## config.mk

```make
export PLATFORM = sky130hd
export DESIGN_NAME = relogio_ajustavel
export DESIGN_NICKNAME = d
export VERILOG_FILES = /design/src/rtl/relogio_pkg.sv /design/src/rtl/contador_mod_bcd.sv /design/src/rtl/relogio_ajustavel.sv
export SDC_FILE = /design/constraint.sdc
export NUM_CORES = 1
export LEC_CHECK = 0
export ABC_AREA = 1
export CORE_ASPECT_RATIO = 0.9
export CORE_MARGIN = 2
export CORE_UTILIZATION = 52
export DETAILED_ROUTE_END_ITERATION = 8
export GPL_TIMING_DRIVEN = 0
export PLACE_DENSITY = 0.77
export SLEW_MARGIN = 25
export SYNTH_ARGS = -nofsm -noshare
export SYNTH_HDL_FRONTEND = slang
export SYNTH_SLANG_ARGS = --single-unit
```

## constraint.sdc

```tcl
create_clock -name main_clock -period 10.5 [get_ports main_clock]
set_input_delay 2.625 -clock main_clock [delete_from_list [all_inputs] [get_ports main_clock]]
set_output_delay 2.625 -clock main_clock [all_outputs]
set_load 0.02 [all_outputs]
```

## src/rtl/relogio_pkg.sv

```systemverilog
// Shared types and constants for the adjustable clock: FSM states, the BCD
// seven-segment table, the display record and the per-digit limits.
package relogio_pkg;

    typedef enum logic [1:0] {
        ST_RUN   = 2'd0,
        ST_SET_H = 2'd1,
        ST_SET_M = 2'd2
    } state_e;

    typedef struct packed {
        logic [3:0] msd;
        logic [3:0] lsd;
    } bcd2_t;

    typedef struct packed {
        logic [6:0] h_msd;
        logic [6:0] h_lsd;
        logic [6:0] m_msd;
        logic [6:0] m_lsd;
        logic [6:0] s_msd;
        logic [6:0] s_lsd;
        logic       pm;
    } disp_t;

    // Active-high codes, bit0 = a ... bit6 = g; index 15 is listed first.
    localparam logic [15:0][6:0] SEG_TABLE = {
        7'h71, 7'h79, 7'h5E, 7'h39, 7'h7C, 7'h77, 7'h6F, 7'h7F,
        7'h07, 7'h7D, 7'h6D, 7'h66, 7'h4F, 7'h5B, 7'h06, 7'h3F
    };

    localparam logic [6:0] SEG_BLANK = 7'b000_0000;

    localparam logic [3:0] LIM_MIN_MSD  = 4'd5;
    localparam logic [3:0] LIM_DEC_LSD  = 4'd9;
    localparam logic [3:0] LIM_HOUR_MSD = 4'd2;
    localparam logic [3:0] LIM_HOUR_LSD = 4'd3;

    function automatic logic [6:0] seg_encode(
        input logic [3:0] digit,
        input logic       blank,
        input logic       active_low
    );
        logic [6:0] code;
        code = blank ? SEG_BLANK : SEG_TABLE[digit];
        return active_low ? ~code : code;
    endfunction

endpackage

```

## src/rtl/contador_mod_bcd.sv

```systemverilog
// Two-digit BCD counter that counts 00 .. MODULUS-1 and wraps to 00; wrap_o
// flags the increment that performs the wrap so counters can be chained.
module contador_mod_bcd
    import relogio_pkg::*;
#(
    parameter int MODULUS = 60
) (
    input  logic  clk_i,
    input  logic  rst_i,
    input  logic  inc_i,
    input  logic  clr_i,
    output bcd2_t value_o,
    output logic  wrap_o
);

    localparam logic [3:0] LAST_MSD = 4'((MODULUS - 1) / 10);
    localparam logic [3:0] LAST_LSD = 4'((MODULUS - 1) % 10);

    bcd2_t cnt_q;
    bcd2_t cnt_d;
    logic  at_last;

    assign at_last = (cnt_q.msd == LAST_MSD) && (cnt_q.lsd == LAST_LSD);
    assign wrap_o  = inc_i && !clr_i && at_last;
    assign value_o = cnt_q;

    // Clear beats increment so a synchronous clear can never be skipped.
    always_comb begin
        cnt_d = cnt_q;
        if (clr_i) begin
            cnt_d = '0;
        end else if (inc_i) begin
            if (at_last) begin
                cnt_d = '0;
            end else if (cnt_q.lsd == LIM_DEC_LSD) begin
                cnt_d.lsd = 4'd0;
                cnt_d.msd = cnt_q.msd + 4'd1;
            end else begin
                cnt_d.lsd = cnt_q.lsd + 4'd1;
            end
        end
    end

    always_ff @(posedge clk_i or posedge rst_i) begin
        if (rst_i) begin
            cnt_q <= '0;
        end else begin
            cnt_q <= cnt_d;
        end
    end

endmodule

```

## src/rtl/relogio_ajustavel.sv

```systemverilog
// Adjustable HH:MM:SS clock with a RUN/SET_H/SET_M editor, blinking edit
// field, optional 12 h display and registered seven-segment outputs.
module relogio_ajustavel
    import relogio_pkg::*;
#(
    parameter int TICK_DIV       = 50_000_000,
    parameter int MODE_12H       = 0,
    parameter int SEG_ACTIVE_LOW = 1
) (
    input  logic       main_clock,
    input  logic       main_reset,
    input  logic       btn_mode,
    input  logic       btn_inc,
    output logic [6:0] s_lsd,
    output logic [6:0] s_msd,
    output logic [6:0] m_lsd,
    output logic [6:0] m_msd,
    output logic [6:0] h_lsd,
    output logic [6:0] h_msd,
    output logic       pm,
    output logic [1:0] mode_o,
    output logic       carry_day
);

    localparam int PW = $clog2(TICK_DIV);
    localparam logic [PW-1:0] PRESC_LAST = PW'(TICK_DIV - 1);
    localparam logic [PW-1:0] PRESC_HALF = PW'(TICK_DIV / 2);

    localparam int SEC_MOD  = int'(LIM_MIN_MSD) * 10 + int'(LIM_DEC_LSD) + 1;
    localparam int HOUR_MOD = int'(LIM_HOUR_MSD) * 10 + int'(LIM_HOUR_LSD) + 1;

    localparam logic       IS_12H = (MODE_12H != 0);
    localparam logic       ACT_LO = (SEG_ACTIVE_LOW != 0);
    localparam logic [6:0] RST_ZERO  = seg_encode(4'd0, 1'b0, ACT_LO);
    localparam logic [6:0] RST_H_MSD = IS_12H ? seg_encode(4'd0, 1'b1, ACT_LO) : RST_ZERO;
    localparam logic [6:0] RST_H_LSD = IS_12H ? seg_encode(4'd2, 1'b0, ACT_LO) : RST_ZERO;
    localparam disp_t DISP_RST = '{
        h_msd: RST_H_MSD, h_lsd: RST_H_LSD,
        m_msd: RST_ZERO,  m_lsd: RST_ZERO,
        s_msd: RST_ZERO,  s_lsd: RST_ZERO,
        pm:    1'b0
    };

    state_e        state_q;
    state_e        state_d;
    logic [PW-1:0] presc_q;
    logic [PW-1:0] presc_d;
    logic          carry_q;
    logic          carry_d;
    disp_t         disp_q;
    disp_t         disp_d;

    logic  tick;
    logic  run_tick;
    logic  inc_only;
    logic  leave_set_m;
    logic  sec_inc;
    logic  min_inc;
    logic  hour_inc;
    logic  sec_wrap;
    logic  min_wrap;
    logic  hour_wrap;
    bcd2_t sec_v;
    bcd2_t min_v;
    bcd2_t hour_v;

    // Buttons are single-cycle debounced pulses with no handshake: a pulse is
    // consumed on the edge it is seen, and btn_mode wins over btn_inc.
    assign tick        = (presc_q == PRESC_LAST);
    assign run_tick    = tick && (state_q == ST_RUN);
    assign inc_only    = btn_inc && !btn_mode;
    assign leave_set_m = btn_mode && (state_q == ST_SET_M);

    assign sec_inc  = run_tick;
    assign min_inc  = (run_tick && sec_wrap) || ((state_q == ST_SET_M) && inc_only);
    assign hour_inc = (run_tick && min_wrap) || ((state_q == ST_SET_H) && inc_only);

    always_comb begin
        state_d = state_q;
        if (btn_mode) begin
            case (state_q)
                ST_RUN:   state_d = ST_SET_H;
                ST_SET_H: state_d = ST_SET_M;
                default:  state_d = ST_RUN;
            endcase
        end
    end

    // Leaving SET_M restarts the second so the edited minute begins cleanly.
    always_comb begin
        if (leave_set_m || tick) begin
            presc_d = '0;
        end else begin
            presc_d = presc_q + PW'(1);
        end
    end

    assign carry_d = run_tick && hour_wrap;

    contador_mod_bcd #(.MODULUS(SEC_MOD)) u_sec (
        .clk_i   (main_clock),
        .rst_i   (main_reset),
        .inc_i   (sec_inc),
        .clr_i   (leave_set_m),
        .value_o (sec_v),
        .wrap_o  (sec_wrap)
    );

    contador_mod_bcd #(.MODULUS(SEC_MOD)) u_min (
        .clk_i   (main_clock),
        .rst_i   (main_reset),
        .inc_i   (min_inc),
        .clr_i   (1'b0),
        .value_o (min_v),
        .wrap_o  (min_wrap)
    );

    contador_mod_bcd #(.MODULUS(HOUR_MOD)) u_hour (
        .clk_i   (main_clock),
        .rst_i   (main_reset),
        .inc_i   (hour_inc),
        .clr_i   (1'b0),
        .value_o (hour_v),
        .wrap_o  (hour_wrap)
    );

    logic [4:0] hour_bin;
    logic [4:0] hour12;
    logic [3:0] h_dig_msd;
    logic [3:0] h_dig_lsd;
    logic       blank_h;
    logic       blank_m;
    logic       blank_h_msd;

    // Hours stay in 24 h BCD internally; 12 h form exists only on the display.
    always_comb begin
        hour_bin = 5'(hour_v.msd) * 5'd10 + 5'(hour_v.lsd);
        if (hour_bin == 5'd0) begin
            hour12 = 5'd12;
        end else if (hour_bin > 5'd12) begin
            hour12 = hour_bin - 5'd12;
        end else begin
            hour12 = hour_bin;
        end

        if (IS_12H) begin
            h_dig_msd = (hour12 >= 5'd10) ? 4'd1 : 4'd0;
            h_dig_lsd = (hour12 >= 5'd10) ? 4'(hour12 - 5'd10) : 4'(hour12);
        end else begin
            h_dig_msd = hour_v.msd;
            h_dig_lsd = hour_v.lsd;
        end

        blank_h     = (state_q == ST_SET_H) && (presc_q < PRESC_HALF);
        blank_m     = (state_q == ST_SET_M) && (presc_q < PRESC_HALF);
        blank_h_msd = blank_h || (IS_12H && (h_dig_msd == 4'd0));

        disp_d.h_msd = seg_encode(h_dig_msd, blank_h_msd, ACT_LO);
        disp_d.h_lsd = seg_encode(h_dig_lsd, blank_h, ACT_LO);
        disp_d.m_msd = seg_encode(min_v.msd, blank_m, ACT_LO);
        disp_d.m_lsd = seg_encode(min_v.lsd, blank_m, ACT_LO);
        disp_d.s_msd = seg_encode(sec_v.msd, 1'b0, ACT_LO);
        disp_d.s_lsd = seg_encode(sec_v.lsd, 1'b0, ACT_LO);
        disp_d.pm    = IS_12H && (hour_bin >= 5'd12);
    end

    always_ff @(posedge main_clock or posedge main_reset) begin
        if (main_reset) begin
            state_q <= ST_RUN;
            presc_q <= '0;
            carry_q <= 1'b0;
            disp_q  <= DISP_RST;
        end else begin
            state_q <= state_d;
            presc_q <= presc_d;
            carry_q <= carry_d;
            disp_q  <= disp_d;
        end
    end

    assign h_msd     = disp_q.h_msd;
    assign h_lsd     = disp_q.h_lsd;
    assign m_msd     = disp_q.m_msd;
    assign m_lsd     = disp_q.m_lsd;
    assign s_msd     = disp_q.s_msd;
    assign s_lsd     = disp_q.s_lsd;
    assign pm        = disp_q.pm;
    assign mode_o    = state_q;
    assign carry_day = carry_q;

endmodule

```

### Yosys cells after proc, flatten, opt, wreduce, memory -nomap -nowiden

Memories as Yosys holds them, arrays and structs flattened.
Cells that the tools add are included.

| cells by class | value |
|---|---|
| add/sub/neg operators | 7 |
| $mul | 0 |
| divide/modulo/power cells | 0 |
| order comparisons | 7 |
| eq/ne operators | 10 |
| shift operators | 0 |
| muxes and demuxes | 23 |
| bitwise operators | 6 |
| reductions and logical operators | 30 |

Operator list:

| operator | count |
|---|---|
| $mux W7 | 10 |
| $not A7 Y7 | 6 |
| $mux W8 | 5 |
| $lt A4 B5 Y1 const B | 6 |
| $add A26 B1 Y26 const B | 1 |
| $eq A26 B26 Y1 const B | 1 |
| $lt A26 B25 Y1 const B | 1 |
| $mux W26 | 1 |
| $add A4 B1 Y4 const B | 6 |
| $mux W4 | 6 |
| $logic_and A1 B1 Y1 | 17 |
| $eq A4 B4 Y1 const B | 3 |
| $eq A4 B2 Y1 const B | 2 |
| $eq A4 B3 Y1 const B | 2 |
| $reduce_and A2 Y1 | 3 |
| $reduce_bool A2 Y1 | 3 |
| $pmux W2 S2 | 1 |
| $logic_or A1 B1 Y1 | 3 |
| $reduce_bool A3 Y1 | 1 |
| $eq A2 B1 Y1 const B | 1 |
| $eq A2 B2 Y1 const B | 1 |
| $logic_not A1 Y1 | 2 |
| $logic_not A2 Y1 | 1 |

| storage, ports and cells | value |
|---|---|
| register bits after elaboration | 95 |
| bits in latches | 0 |
| bits in writable memories | 0 |
| bits in read-only memories | 672 |
| input bits | 4 |
| output and inout bits | 46 |
| logic and storage cells | 104 |
| memories kept | 6 |

Memory list:

| memory | depth | bits a word | read ports | clocked after Yosys merged registers in | wr ports | line | text |
|---|---|---|---|---|---|---|---|
| (name not given) | 16 | 7 | 1 | 0 | 0 | relogio_pkg.sv:45 | `code = blank ? SEG_BLANK : SEG_TABLE[digit];` |
| (name not given) | 16 | 7 | 1 | 0 | 0 | relogio_pkg.sv:45 |  |
| (name not given) | 16 | 7 | 1 | 0 | 0 | relogio_pkg.sv:45 |  |
| (name not given) | 16 | 7 | 1 | 0 | 0 | relogio_pkg.sv:45 |  |
| (name not given) | 16 | 7 | 1 | 0 | 0 | relogio_pkg.sv:45 |  |
| (name not given) | 16 | 7 | 1 | 0 | 0 | relogio_pkg.sv:45 |  |

### Logic depth before layout (Yosys ltp)

Gate-level depths: netlist of run 1.

| logic depth | value |
|---|---|
| word-level depth | 12 |
| gate-level depth with buffers | 12 |
| mapped depth without buffers | 12 |

### Hierarchy

From an unflattened synthesis of run 1, not the netlist that was laid out.

| unflattened totals | value |
|---|---|
| cell total of the unflattened synthesis | 788 |
| area total of the unflattened synthesis | 5,859.4 um^2 |

By module, submodules not included:

| module | instances | cells each | area an instance (um^2) | sequential area each (um^2) |
|---|---|---|---|---|
| relogio_ajustavel | 1 | 585 | 4,359.2 | 1,784.2 |
| contador_mod_bcd at u_min ... | 2 | 67 | 483.0 | 200.2 |
| contador_mod_bcd at u_hour | 1 | 69 | 534.3 | 200.2 |

### Least setup slack after synthesis of run 1

OpenSTA, ideal clock, no wires.

| path | value |
|---|---|
| path type | in2reg |
| from | in btn_mode |
| to | reg presc_q[23] |
| library setup time | 0.072 ns |
| arrival | 3.472 ns |
| path slack | 6.957 ns |
| cell stages on the path | 6 |
| path through | inv_1 > nor2_1 > nor2_1 > inv_2 > buf_2 > nor2_1 |

| on the way | value |
|---|---|
| word-level cells in the longest chain between the ends | 3 |

RTL lines:

| element | line | text |
|---|---|---|
| start: declaration | relogio_ajustavel.sv:12 | `input logic btn_mode,` |
| $logic_and A1 B1 Y1 | relogio_ajustavel.sv:72 | `assign leave_set_m = btn_mode && (state_q == ST_SET_M);` |
| $logic_or A1 B1 Y1 | relogio_ajustavel.sv:91 | `if (leave_set_m \|\| tick) begin` |
| $mux W26 | relogio_ajustavel.sv:91 |  |
| named net presc_d[23] | relogio_ajustavel.sv:47 | `logic [PW-1:0] presc_d;` |
| end signal: assignment | relogio_ajustavel.sv:175 | `presc_q <= presc_d;` |
| end: declaration | relogio_ajustavel.sv:46 | `logic [PW-1:0] presc_q;` |

The timed path passes the listed nets, and every way through them passes these cells.
A chain may end at the register's enable or synchronous reset.

### Worst setup path in the final report of run 1

| path | value |
|---|---|
| from | in btn_mode |
| to | reg presc_q[17] |

Same word-level chain as after synthesis.

==> flow_results.org, run 1 <==
** Synth
- The synthesized netlist contains 41 unique library cells.
- Post-synth net total :: 713
- The synthesized design contains 0 enable-type register cells.
- In this run, synthesis produced a sequential element count of 95.
- Leading register cell type out of synthesis :: dfrtp_1
- Sequential element share of the synthesized area :: 44.93%
- Synth Cell Area :: 5308 µm²
- The average instance in the mapped netlist occupies 7.828 µm².
- Cells after Synth :: 678
- Counting flops with an async set or reset pin after synthesis yields a share of 100.0%.
- For this run, the number of Yosys warnings is 0.

** Clock tree
- The longest clock path from root to sink contains 2 buffers.
- The number of clock buffers added by TritonCTS is 9.
- Count of buffers added by post-CTS timing repair for setup :: 0
- CTS placed an instance of clkbuf_16 at the clock tree root.
- In this run, post-CTS hold repair placed 0 buffers.
- The tree built by TritonCTS fans out to 95 sinks.
- Gates resized during post-CTS repair numbered 0.
- At the later pin of the worst-skew pair, clock insertion delay measures 0.34 ns.
- After clock tree synthesis, the clock-pin slew on the worst setup and hold paths is 0.06 ns.
- Clock tree from TritonCTS :: yes
- The clock tree synthesis step divided the H-tree into 3 levels.

** Power and ir drop
- Leak Pwr :: 2.972 nW
- In this run the power density over the cells is 246.5 nW/µm².
- Worst voltage drop across the vdd grid :: 0.1836 mV

** STA
- Final-layout worst hold slack :: 0.5010 ns
- Setup repair after global routing left no endpoint under its margin.
- Static timing analysis puts the maximum clock frequency at 239.1 MHz.
- Skew final :: 0.008037 ns
- Headroom to the max-slew limit :: 59.39%
- For the finished layout, the period the worst path requires is 4.182 ns.
- Pin slew with the least headroom to its limit :: 0.6069 ns
- Worst Slack Setup Final :: 6.318 ns
- Post-Route Setup TNS :: 0 ns
- Part of the cycle the worst path needs :: 39.83%
- The max-slew violation total from the final report came to 0.
- The number of hold-slack violations in the final timing report was 0.
- Setup violation total in the final timing report :: 0

** Detailed routing
- Using the TritonRoute via totals, the vias-per-cell ratio works out to 5.374.
- The final layout contains routed wiring with a total length of 11,640 µm.
- Routed vias :: 4,670
- The first routing iteration left 396 violations.
- Drt first pass iters :: 5
- In this run the remaining antenna-violating nets after routing total 0.
- After detailed routing, the number of remaining DRC violations is 0.
- Dividing the detail-routed wire length by the instance count gives 13.40 µm.

** Die
- Row Count :: 34
- # IOs :: 50
- Die width :: 110.5 µm
- Once the floorplan was initialized, standard cells occupied 54.25% of the core.
- Chip Height :: 99.85 µm
- After floorplanning, the core was sized to cover 9784 µm².
- The die covers 11,030 µm².

** Cells and area
- Top library cells by usage in the layout, fill and taps aside :: 140 x nand2_1, 90 x nor2_1, 89 x dfrtp_1, 78 x inv_1, 57 x nand3_1
- From synthesis to final layout, the design area changed by 18.29%.
- The sequential cells in the finished layout cover a total of 2385 µm².
- Leaving out fill and tap cells, the most frequent cell in the layout is nand2_1.
- Area of the multi-input gates :: 2535 µm²
- Fill cells in the final layout number 817.
- Cells with a size suffix above 1 make up 6.326% of the layout.
- Layout net count :: 773
- Ant. Diodes :: 0

** Min path
- The worst hold path begins at presc_q[0]$_DFF_PP0_.
- Hold Crit Class :: flip-flop to flip-flop

** Setup path
- Reg2reg start :: presc_q[0]$_DFF_PP0_
- Data on the critical path arrives at its endpoint at 4.45 ns.
- The most numerous cell type found on the critical path is nor2_1.
- Among all stages on the critical path, the largest delay is contributed by nor2_1.
- The worst setup path is captured at a flip-flop.
- Crit-path cells :: clkdlybuf4s50_1 -> inv_1 -> nor2_1 -> nor2_1 -> inv_2 -> buf_2 -> nor2_1
- STA puts the critical path data required time at 10.77 ns.
- Critical Path Source Type :: primary input
- In this run the worst path has a maximum fanout of 10.
- Critical path start-end classification :: primary input to flip-flop
- Startpoint of the worst setup timing path :: btn_mode
- Delay of the slowest cell on the worst path :: 0.50 ns

** Global route
- Initial antenna violation count :: 0
- The first global-routing pass estimated 20,090 µm of wire.
- GRT Resource Usage Total :: 21.94%
- Remaining Overflow, GRT :: 0
- Entering global routing, the biggest net connects 51 pins.
- Number of global-route vias before repair :: 4,410

** Place
- Count of buffers inserted at the top-level ports :: 48
- The congestion estimate from routability-driven global placement came to 0.9461.
- Post-place setup slack :: 5.993 ns
- Summed over all nets, the half-perimeter wirelength after detailed placement is 8586 µm.

** Job
- Max Cap Viol :: 0

** Run status
- The run finished with clean final reports.
[kinds of logic (layout without fill, tap and decap cells)]
group / count (synthesis) / after routing / share of synthesized area (%)
buffers and inverters: 99 / 164 / 7.308
adder cells (fa/ha/maj): 31 / 31 / 7.308
XOR/XNOR: 14 / 14 / 2.310
AO/OA/AOI/OAI: 101 / 101 / 10.66
flip-flops: 95 / 95 / 44.93
AND/OR/NAND/NOR: 337 / 337 / 27.42
other: 1 / 1 / 0.07065
[state kept, by name (all words and copies together), names as in the netlist]
register / flops
h_lsd: 7
presc_q: 26
s_msd: 7
h_msd: 7
carry_day: 1
u_hour.value_o: 8
mode_o: 2
m_lsd: 7
u_sec.value_o: 8
m_msd: 7
s_lsd: 7
u_min.value_o: 8
[layout make-up]
class / instances / share of cell area [%]
Tap cell: 126 / 2.511
Timing Repair Buffer: 49 / 8.091
Buffer: 16 / 1.216
Inverter: 83 / 5.042
Clock buffer: 11 / 3.866
Sequential cell: 95 / 37.98
Clock inverter: 5 / 0.9167
Multi-Input combinational cell: 484 / 40.37
[worst max-delay path: cells and delay by family]
kind                   cells  cell delay, ns
AND/OR/NAND/NOR            3            0.74
buffers and inverters      4            1.08
[power by group]
part | switching, mW | leakage [nW] | internal [mW]
Combinational | 0.387 | 1.61 | 0.259
Sequential | 0.0828 | 1.23 | 0.492
Clock | 0.135 | 0.138 | 0.191
Total | 0.605 | 2.97 | 0.942
[routing by layer]
layer  vias up  share of wire (%)  global-route usage (%)
met3        23                4.5                   4.710
met2       137                 48                   37.56
met1      2190                 46                   28.38
met5         -                  0                       0
met4         0                1.6                   6.635
li1       2320                  -                       -
[synthesized netlist by cell type, drive strengths merged, types with 2 or more instances]
cell type | number | share of area (%)
xnor2 | 4 | 0.66
buf | 8 | 0.85
nand2 | 144 | 10
dfrtp | 89 | 42
nor3 | 23 | 2.2
o31ai | 2 | 0.28
a311oi | 2 | 0.33
nor2 | 92 | 6.8
o21ai | 56 | 5.6
nand4 | 15 | 1.8
a21oi | 28 | 2.6
o21a | 2 | 0.28
inv | 82 | 5.8
or2 | 2 | 0.24
o211ai | 2 | 0.28
dfstp | 6 | 3.0
clkbuf | 8 | 0.59
nand3 | 59 | 5.8
a211oi | 3 | 0.42
xor2 | 10 | 1.7
ha | 31 | 7.3
[metrics by stage]
step | instance area (µm²) | util [%] | std cells | power (mW)
floorplan | 5308 | - | 678 | 0.9837
global placement | 5946 | 60.77 | 852 | 1.202
detailed placement | 5978 | 61.10 | 853 | 1.224
CTS | 6279 | 64.17 | 869 | 1.558
global route | 6279 | 64.17 | 869 | 1.656
finish | 6279 | 64.17 | 869 | 1.548
[path summary, 6_finish.rpt]
kind | to | slack, ns | cells past startpoint
setup reg to reg | presc_q[17]$_DFF_PP0_ | 8.29 | 9
min in group asynchronous | u_sec.value_o[2]$_DFFE_PP0P_ | 2.68 | 2
hold reg to reg | presc_q[0]$_DFF_PP0_ | 0.50 | 1
max in group asynchronous | h_msd[6]$_DFF_PP1_ | 7.18 | 3
setup / recovery | presc_q[17]$_DFF_PP0_ | 6.32 | 7
hold / removal | presc_q[0]$_DFF_PP0_ | 0.50 | 1
Note: power is estimated with default switching activity, not from simulation.
==> inputs of run 2 (changes only) <==
==> constraint.sdc (replaced) <==
create_clock -name main_clock -period 4.3 [get_ports main_clock]
set_input_delay 1.075 -clock main_clock [delete_from_list [all_inputs] [get_ports main_clock]]
set_output_delay 1.075 -clock main_clock [all_outputs]
set_load 0.02 [all_outputs]
==> results of run 2 <==
Same layout as run 1 (identical final DEF). Status: complete, no violations.
Among the figures that moved: setup slack after placement 5.993 ns -> 1.343 ns; setup slack after layout 6.318 ns -> 1.668 ns; register-to-register setup slack 8.29 ns -> 2.09 ns; total power 1.548 mW -> 3.779 mW; worst IR drop on VDD 0.1836 mV -> 0.4484 mV
